$ cat src/rtl/board_pkg.sv
// Shared board-storage types: cell encoding, board geometry, requester ids and arbiter states.
package board_pkg;

  localparam int unsigned BOARD_COLS = 10;
  localparam int unsigned BOARD_ROWS = 10;
  localparam int unsigned CELL_W     = 2;

  typedef logic [CELL_W-1:0] cell_t;

  localparam cell_t CELL_EMPTY = 2'b00;
  localparam cell_t CELL_TRIG  = 2'b01;
  localparam cell_t CELL_CIRC  = 2'b10;

  typedef enum logic [1:0] {REQ_NONE, REQ_DISP, REQ_GAME, REQ_CHK} req_id_t;

  typedef enum logic {ST_CLEAR, ST_ARB} arb_state_t;

endpackage

$ cat src/rtl/board_ram.sv
// Single-port board RAM: write-enable, registered read (read-before-write), no reset on contents.
module board_ram #(
  parameter int unsigned ADDR_W = 7,
  parameter int unsigned DATA_W = 2
) (
  input  logic              clk,
  input  logic              we,
  input  logic [ADDR_W-1:0] addr,
  input  logic [DATA_W-1:0] wdata,
  output logic [DATA_W-1:0] rdata
);

  localparam int unsigned WORDS = 1 << ADDR_W;

  logic [DATA_W-1:0] mem [WORDS];

  always_ff @(posedge clk) begin
    if (we) mem[addr] <= wdata;
    rdata <= mem[addr];
  end

endmodule

$ cat src/rtl/board_mem_arbiter.sv
// Shares the board RAM between display, game FSM and win checker; sweeps the board clear
// after reset or on clr_start.
module board_mem_arbiter
  import board_pkg::*;
#(
  parameter int unsigned ADDR_W   = 7,
  parameter int unsigned DEPTH    = 100,
  parameter int unsigned DATA_W   = 2,
  parameter int unsigned DISP_RUN = 8
) (
  input  logic              clk,
  input  logic              rst_n,
  input  logic              disp_req,
  input  logic [ADDR_W-1:0] disp_addr,
  output logic              disp_gnt,
  output logic [DATA_W-1:0] disp_rdata,
  output logic              disp_rvalid,
  input  logic              game_req,
  input  logic              game_we,
  input  logic [ADDR_W-1:0] game_addr,
  input  logic [DATA_W-1:0] game_wdata,
  output logic              game_gnt,
  output logic [DATA_W-1:0] game_rdata,
  output logic              game_rvalid,
  input  logic              chk_req,
  input  logic [ADDR_W-1:0] chk_addr,
  output logic              chk_gnt,
  output logic [DATA_W-1:0] chk_rdata,
  output logic              chk_rvalid,
  input  logic              clr_start,
  output logic              clr_busy,
  output logic              clr_done,
  output logic              addr_err
);

  localparam int unsigned RUN_W = $clog2(DISP_RUN + 1);

  arb_state_t        state;
  logic [ADDR_W-1:0] sweep_addr;
  logic [RUN_W-1:0]  run_cnt;
  req_id_t           rr_ptr;
  req_id_t           rsp_id;
  logic              rsp_oob;
  logic [DATA_W-1:0] disp_hold, game_hold, chk_hold;

  req_id_t           win_c;
  logic              others_c;
  logic              run_full_c;
  logic [ADDR_W-1:0] sel_addr_c;
  logic              sel_oob_c;
  logic              ram_we_c;
  logic [ADDR_W-1:0] ram_addr_c;
  logic [DATA_W-1:0] ram_wdata_c;
  logic [DATA_W-1:0] ram_q;
  logic [DATA_W-1:0] rd_val_c;

  // Grant selection: display first unless its run is exhausted, then game/chk round-robin.
  always_comb begin
    win_c      = REQ_NONE;
    others_c   = game_req | chk_req;
    run_full_c = run_cnt >= RUN_W'(DISP_RUN);
    if (state == ST_ARB && !clr_start) begin
      if (disp_req && !(run_full_c && others_c))            win_c = REQ_DISP;
      else if (game_req && (!chk_req || rr_ptr == REQ_GAME)) win_c = REQ_GAME;
      else if (chk_req)                                      win_c = REQ_CHK;
    end
  end

  assign disp_gnt = (win_c == REQ_DISP);
  assign game_gnt = (win_c == REQ_GAME);
  assign chk_gnt  = (win_c == REQ_CHK);

  // RAM port mux: the clear sweep owns the port while in CLEAR.
  always_comb begin
    case (win_c)
      REQ_GAME: sel_addr_c = game_addr;
      REQ_CHK:  sel_addr_c = chk_addr;
      default:  sel_addr_c = disp_addr;
    endcase
    sel_oob_c = 32'(sel_addr_c) >= DEPTH;
    if (state == ST_CLEAR) begin
      ram_we_c    = 1'b1;
      ram_addr_c  = sweep_addr;
      ram_wdata_c = DATA_W'(CELL_EMPTY);
    end else begin
      ram_we_c    = game_gnt && game_we && !sel_oob_c;
      ram_addr_c  = sel_addr_c;
      ram_wdata_c = game_wdata;
    end
  end

  board_ram #(
    .ADDR_W (ADDR_W),
    .DATA_W (DATA_W)
  ) u_ram (
    .clk   (clk),
    .we    (ram_we_c),
    .addr  (ram_addr_c),
    .wdata (ram_wdata_c),
    .rdata (ram_q)
  );

  // Clear sweep / arbitration state machine.
  always_ff @(posedge clk or negedge rst_n) begin
    if (!rst_n) begin
      state      <= ST_CLEAR;
      sweep_addr <= '0;
      clr_busy   <= 1'b1;
      clr_done   <= 1'b0;
    end else begin
      clr_done <= 1'b0;
      case (state)
        ST_CLEAR: begin
          if (sweep_addr == ADDR_W'(DEPTH - 1)) begin
            state    <= ST_ARB;
            clr_busy <= 1'b0;
            clr_done <= 1'b1;
          end else begin
            sweep_addr <= sweep_addr + ADDR_W'(1);
          end
        end
        ST_ARB: begin
          if (clr_start) begin
            state      <= ST_CLEAR;
            sweep_addr <= '0;
            clr_busy   <= 1'b1;
          end
        end
      endcase
    end
  end

  // Display run counter and game/chk round-robin pointer.
  always_ff @(posedge clk or negedge rst_n) begin
    if (!rst_n) begin
      run_cnt <= '0;
      rr_ptr  <= REQ_GAME;
    end else begin
      if (win_c == REQ_DISP)                        run_cnt <= others_c ? run_cnt + RUN_W'(1) : '0;
      else if (win_c != REQ_NONE || !others_c)      run_cnt <= '0;
      if (win_c == REQ_GAME)                        rr_ptr  <= REQ_CHK;
      else if (win_c == REQ_CHK)                    rr_ptr  <= REQ_GAME;
    end
  end

  // Response routing: remember who was granted a read and whether it was out of range.
  always_ff @(posedge clk or negedge rst_n) begin
    if (!rst_n) begin
      rsp_id    <= REQ_NONE;
      rsp_oob   <= 1'b0;
      addr_err  <= 1'b0;
      disp_hold <= '0;
      game_hold <= '0;
      chk_hold  <= '0;
    end else begin
      rsp_id   <= (win_c == REQ_GAME && game_we) ? REQ_NONE : win_c;
      rsp_oob  <= sel_oob_c;
      addr_err <= (win_c != REQ_NONE) && sel_oob_c;
      if (rsp_id == REQ_DISP) disp_hold <= rd_val_c;
      if (rsp_id == REQ_GAME) game_hold <= rd_val_c;
      if (rsp_id == REQ_CHK)  chk_hold  <= rd_val_c;
    end
  end

  assign rd_val_c    = rsp_oob ? '0 : ram_q;
  assign disp_rvalid = (rsp_id == REQ_DISP);
  assign game_rvalid = (rsp_id == REQ_GAME);
  assign chk_rvalid  = (rsp_id == REQ_CHK);
  assign disp_rdata  = disp_rvalid ? rd_val_c : disp_hold;
  assign game_rdata  = game_rvalid ? rd_val_c : game_hold;
  assign chk_rdata   = chk_rvalid  ? rd_val_c : chk_hold;

endmodule

$ cat config.mk
export PLATFORM = sky130hd
export DESIGN_NAME = board_mem_arbiter
export DESIGN_NICKNAME = d
export VERILOG_FILES = /design/src/rtl/board_pkg.sv /design/src/rtl/board_ram.sv /design/src/rtl/board_mem_arbiter.sv
export SDC_FILE = /design/constraint.sdc
export NUM_CORES = 1
export LEC_CHECK = 0
export CORE_MARGIN = 2
export CORE_UTILIZATION = 23
export CTS_CLUSTER_DIAMETER = 200
export DETAILED_ROUTE_END_ITERATION = 7
export GPL_ROUTABILITY_DRIVEN = 0
export MAX_ROUTING_LAYER = met4
export PLACE_DENSITY = 0.49
export SYNTH_ARGS = -nofsm -noshare
export SYNTH_HDL_FRONTEND = slang
export SYNTH_SLANG_ARGS = --single-unit
$ cat constraint.sdc
create_clock -name clk -period 4.5 [get_ports clk]
set_clock_uncertainty 0.2 [all_clocks]
set_input_delay 0.9 -clock clk [delete_from_list [all_inputs] [get_ports clk]]
set_output_delay 0.9 -clock clk [all_outputs]
set_load 0.03 [all_outputs]
==> impl_metrics.csv <==
group,metric,value,unit
cells_and_area,area_delta_synth_final,21.7,%
place,place_hpwl,30.1,mm
worst_setup_path,slowest_delay,0.68,ns
power_and_ir_drop,p_int,4520,uW
synthesis,syn_inst,1272,
place,pre_cts_slack,-0.0557,ns
power_and_ir_drop,p_seq_frac,0.496,
worst_setup_path,critPathRequiredTime,3.40,ns
power_and_ir_drop,pwr-share-comb,0.027,
synthesis,yosysTopAreaCell,"edfxtp_1",
cts,clockBufferDepth,3,
synthesis,synth-main-ff-cell,"edfxtp_1",
route,wl_per_cell,20.5,um
cts,cts_tree,"done",
grt,grt_max_degree,72,
route,wl,45.7,mm
worst_setup_path,arrival,3.05,ns
synthesis,syn_nets,1305,
power_and_ir_drop,switching_power,1170,uW
synthesis,synthSimpleGateAreaFrac,0.119,
grt,grt_pass1_vias,11200,
power_and_ir_drop,p_leak,0.00580,uW
cts,clk_latency,0.53,ns
worst_setup_path,cp_cell_sequence,"clkdlybuf4s50_1 -> or2_2 -> nand3_2 -> buf_4 -> and2_1 -> clkdlybuf4s50_1",
power_and_ir_drop,pwr-share-clk,0.477,
grt,overflow,0,
sta,finalSetupTns,0,ns
sta,slew-limit-headroom,0.419,
synthesis,synth-xor-area-share,0.00419,
route,first_iter_violations,1015,
worst_setup_path,cp_slowest_cell,"clkdlybuf4s50_1",
sta,period_needed,4.15,ns
cells_and_area,diodes,0,
sta,fin_crit_sh,0.923,
floorplanning,die_x,256,um
synthesis,synth_common_cells,"256 x edfxtp_1, 156 x nor2_1, 99 x mux2i_1",
cells_and_area,drive_above_1_share,0.172,
floorplanning,rows,92,
job,cap_violations,0,
floorplanning,die-area,0.0656,sq mm
sta,drv_slew,0,
cts,clkTransAtPathRegs,0.05,ns
synthesis,synth-compound-area-share,0.165,
floorplanning,coreArea,0.0630,sq mm
worst_setup_path,start_kind,"input port",
cells_and_area,nets,1394,
synthesis,synth.area.top_cells,"edfxtp_1 53%, mux2i_1 6.8%, dfrtp_1 4.1%",
worst_setup_path,crit_fanout,17,
cts,ctsHoldBuffers,0,
grt,grt_pass1_wl,69.8,mm
cts,cts_buffers,34,
route,vias_per_cell,5.00,
floorplanning,fp.dieH,256,um
route,first_pass_iters,5,
synthesis,avgSynthCellArea,11.5,sq um
power_and_ir_drop,p_per_area,320,mW/mm^2
sta,hold_viol,0,
sta,setup_ws,0.347,ns
synthesis,yosys-mux-area-fraction,0.0991,
synthesis,synth_top_area_share,0.526,
outcome,status,"complete, no violations",
cts,cts_sinks,283,
synthesis,synth_top_family_by_area,"compound AO/OA/AOI/OAI gates",
grt,grtUsageTotal,0.141,
floorplanning,start_util,0.232,
synthesis,async_reset_ff_frac,0.0883,
synthesis,synth_most_common_cell,"edfxtp_1",
synthesis,ys_seq_area_frac,0.571,
synthesis,yosysWarnings,0,
cts,htreeDepth,2,
sta,fmax,241,MHz
worst_setup_path,crit_type,"in -> out",
min_path,hold_class,"reg -> reg",
place,placed_cell_area,0.0167,sq mm
synthesis,synthDistinctLibCells,90,
synthesis,synth_edf_count,256,
sta,rsz0062_at_grt,"no",
power_and_ir_drop,ir_drop,243,uV
route,drtAntennaViolNets,0,
worst_setup_path,cp_common_cell,"clkdlybuf4s50_1",
route,post-route-drc-count,0,
synthesis,synth.cell_area,0.0146,sq mm
power_and_ir_drop,swShare,0.206,
worst_setup_path,path_buf_inv,3,
route,num_vias,11200,
cts,cts_resized,0,
cts,root_buffer,"clkbuf_16",
worst_setup_path,end_kind,"output pin",
place,port_buffers,44,
worst_setup_path,crit_family,"buffers and inverters",
floorplanning,ios,45,
grt,antenna_found_initial,0,
cells_and_area,fin_area,0.0178,sq mm
sta,finalSetupViolations,0,
synthesis,ys_seq_elements,283,
cts,post-cts-setup-buffers,0,
sta,tightest_slew,0.863,ns
synthesis,synthAdderAreaFrac,0.00257,
path summary, 6_finish.rpt:
kind,startpoint,depth (start not counted),slack (ns),endpoint
worst min register to register,game_hold[0]$_DFF_PN0_,2,0.29,game_hold[0]$_DFF_PN0_
worst min-delay path,game_hold[0]$_DFF_PN0_,2,0.29,game_hold[0]$_DFF_PN0_
worst max-delay path,game_req,6,0.35,disp_gnt
worst max register to register,rr_ptr[0]$_DFFE_PN0N_,12,0.93,u_ram.rdata[1]$_DFF_P_
max in group asynchronous,rst_n,2,2.83,sweep_addr[3]$_DFFE_PN0P_
min in group asynchronous,rst_n,1,0.63,game_hold[0]$_DFF_PN0_
routing by layer:
layer  track usage  up-vias  routed length (um)
li1              -     5085                   -
met1         0.184     5631               20700
met2         0.227      375               21500
met3        0.0179       63                2450
met4        0.0443        0                1020
met5             -        -                   0
worst reg2reg max path, cell delays in order, from the launching register on:
cell	delay, ns
dfrtp_1	0.40
nand2b_1	0.21
buf_4	0.17
and3_1	0.29
nor2_4	0.18
buf_12	0.18
mux2_2	0.36
a211oi_1	0.39
a211o_1	0.17
o2111a_1	0.17
a211oi_1	0.05
buf_4	0.16
or4_1	0.51
kinds of logic after synthesis:
group | count (synthesis)
compound gates | 354
simple gates | 369
fa+ha+maj | 3
buf+inv | 117
xor+xnor | 7
mux | 139
flops | 283
power groups by stage:
stage	Combinational [uW]	Clock [uW]	Sequential [uW]
after global placement	151	0	2880
after floorplan	81.1	0	2880
final	151	2720	2830
after CTS	152	2780	2830
after global routing	162	2890	2820
after detailed placement	151	0	2880
final cells by class:
| type | instances | area, sq um |
|---|---|---|
| clock buffer | 44 | 962 |
| clock inverter | 17 | 134 |
| fill | 6503 | 45200 |
| inverter | 13 | 48.8 |
| multi-input combinational | 872 | 5750 |
| sequential | 283 | 8360 |
| tap | 846 | 1060 |
| timing repair buffer | 157 | 1480 |
through the flow:
stage	hold slack (ns)	util	power, uW	instances
floorplan	0.303	-	2960	1272
global placement	0.286	0.265	3030	2171
detailed placement	0.284	0.265	3030	2171
CTS	0.297	0.283	5760	2232
global route	0.314	0.283	5870	2232
finish	0.288	0.283	5690	2232
sequential cells by signal, summed over array words and instances, names as in the netlist:
register,count
addr_err,1
state,1
u_ram.mem,256
run_cnt,4
clr_busy,1
rsp_oob,1
rr_ptr,1
u_ram.rdata,2
clr_done,1
rsp_id,2
chk_hold,2
sweep_addr,7
disp_hold,2
game_hold,2
cells in the final DEF, fill, tap and decap left out, types with 6 or more instances in the layout:
cell type        netlist  layout
inv_1                 13      13
nor3_1                13      13
clkdlybuf4s50_1        0      41
a222oi_1              19      19
and3_1                 7       7
mux2_2                36      36
edfxtp_1             256     256
nand2b_1              12      12
nand2_1               58      58
a21oi_1               95      95
dfrtp_1               24      22
buf_4                  6      99
o22ai_1               54      54
clkinv_2               0       8
nor2b_1                7       7
clkbuf_1              45       6
o41ai_1                7       7
a211oi_1              11      10
or3_1                  7       7
nand3_1               64      64
mux2i_1               99      99
buf_12                 0      16
nand4_1                9       9
clkbuf_16              0      37
nor2_1               156     155
o21ai_0               82      82
nor4_1                 8       8
No activity file was read; power rests on OpenSTA's default activity.
==> variant: new RTL, same flow settings <==
`DISP_RUN`: 8 -> 4.
--- a/src/rtl/board_mem_arbiter.sv
+++ b/src/rtl/board_mem_arbiter.sv
@@ -8,3 +8,3 @@
   parameter int unsigned DATA_W   = 2,
-  parameter int unsigned DISP_RUN = 8
+  parameter int unsigned DISP_RUN = 4
 ) (
Check against the original RTL: no difference found for any inputs over 10 cycles, from zero or initial values and one cycle with rst_n low; that may be too few to reach the edited logic, so the function may still have changed.
==> variant against the unedited design <==
  * Setup slack better by 0.13 ns
  * Global-route usage down 2.1 points
  * Cell area shrank 15%
  * Synthesized area down 16%
  * Sequential cell count down 1
  * Routed wire length down 27%
  * Via count is 30% lower
  * Non-clock buffer count fell by 38
Power is not compared: it rests on default switching activity, and its combinational part moved more than twofold at a synthesized area within 25%.
==> variant: results (changes against the unedited design) <==
total CTS buffers -> 31 (-8.8%)
largest net degree at the start of global routing -> 74 (+2.8%)
hpwl dp -> 22200 µm (-26%)
fraction of layout cells with a size suffix above 1 -> 16.6% (-0.68 points)
worst reg-to-reg setup slack -> 0.88 ns (-0.05 ns)
hold_sp -> game_hold[0]
Worst R2R Start -> rr_ptr[0]
Worst path max stage delay -> 0.67 ns
maximum vdd drop -> 0.273 mV
Critical R2R Capture -> u_ram.rdata[1]
Root Buffer -> clkbuf_16
FFs w/ async S/R, synth -> 8.51% (-0.32 points)
H-Tree Depth -> 1 (-1)
Clock Latency Late Sink -> 0.58 ns (+0.05 ns)
GRT Total Usage -> 12.0% (-2.1 points)
synth top area cells -> edfxtp_1, dfrtp_1, nor2_1
top cells by count, synth -> edfxtp_1, nor2_1, nand2_1
Worst Reg2Reg Path Length in Cells -> 13 (+1)
status -> completed
Slew @ Worst Pin -> 1.14 ns (+0.280 ns)
worst hold stages -> 2 (unchanged)
Final nets -> 1016 (-27%)
First-pass DRT Iterations -> 5 (unchanged)
first-pass GRT wire length -> 50000 µm (-28%)
drt first-iter violations -> 698 (-31%)
slowest CP cell -> clkdlybuf4s50_1
PortBufs -> 44 (unchanged)
post-synthesis net count -> 908 (-30%)
register area share after synthesis -> 67.5% (+10 points)
Worst Path Max Fanout -> 8 (-9)
total number of vias -> 7753 (-30%)
post-synthesis cell type count -> 68 (-24%)
Yosys warnings -> 0 (unchanged)
final wirelength -> 33300 µm (-27%)
Pins Over Slew Limit -> 0 (unchanged)
commonest register cell after synthesis -> edfxtp_1
number of filler cells placed in the layout -> 5393 (-17%)
Clk pin slew, worst setup/hold paths -> 0.06 ns
Top Registers -> u_ram.mem: 256 flops, sweep_addr: 7 flops, run_cnt: 3 flops
diode count -> 0 (unchanged)
Arr. time, crit path -> 2.92 ns (-0.13 ns)
## variant: cell count changes after synthesis, moves of 23 or more
cell / delta
a21oi_1: -79
o22ai_1: -53
o21ai_0: -63
nand2_1: +35
mux2_2: -28
mux2i_1: -49
mux4_2: +23
clkbuf_1: -38
## variant: cell families (layout without fill, tap and decap cells)
kind of cell    Yosys count  after routing  synth area share [%]
simple gates            335            335                  12.0
flops                   282            282                  67.5
compound gates          103            103                  6.17
mux                      90             90                  10.9
buf+inv                  56            189                  2.65
xor+xnor                  6              6                 0.426
fa+ha+maj                 3              3                 0.304
## variant: power breakdown
group	internal [µW]	switching [µW]
clock network	1540	1040
registers	2820	0.126
logic	32.3	24.9
## variant: layout make-up
| class | count | area share (%) |
|---|---|---|
| sequential | 282 | 55.2 |
| multi-input combinational | 537 | 24.6 |
| timing repair buffer | 119 | 7.32 |
| tap | 688 | 5.71 |
| clock buffer | 42 | 5.62 |
| clock inverter | 16 | 1.25 |
| inverter | 12 | 0.299 |
## variant: worst max path at each step
| stage | to | startpoint |
|---|---|---|
| floorplan | u_ram.mem[68][0] | chk_req |
| global placement | u_ram.rdata[1] | game_req |
| detailed placement | u_ram.rdata[1] | game_req |
| CTS | disp_gnt | chk_req |
| global route | disp_gnt | chk_req |
| finish | disp_gnt | chk_req |
## variant: worst max-delay path, delay by kind of cell
family | cells | cell delay, ns
simple gates | 3 | 0.71
buf+inv | 3 | 1.30
## variant: metrics by stage
step / instance area [µm²] / setup WS (ns) / total power (µW) / hold WS, ns / std cells
finish: 15100 / 0.476 / 5460 / 0.303 / 1696
CTS: 15100 / 0.475 / 5520 / 0.310 / 1696
global route: 15100 / 0.377 / 5630 / 0.349 / 1696
floorplan: 12300 / 0.911 / 2890 / 0.296 / 875
global placement: 14000 / 0.0337 / 2930 / 0.288 / 1638
detailed placement: 14000 / 0.00906 / 2930 / 0.297 / 1638
## variant: metal layers
layer	vias to the layer above	GRT usage (%)	share of wire [%]
li1	3549	-	-
met5	-	-	0
met2	238	17.7	44
met4	0	3.18	2.5
met1	3906	17.1	48
met3	60	2.15	5.8
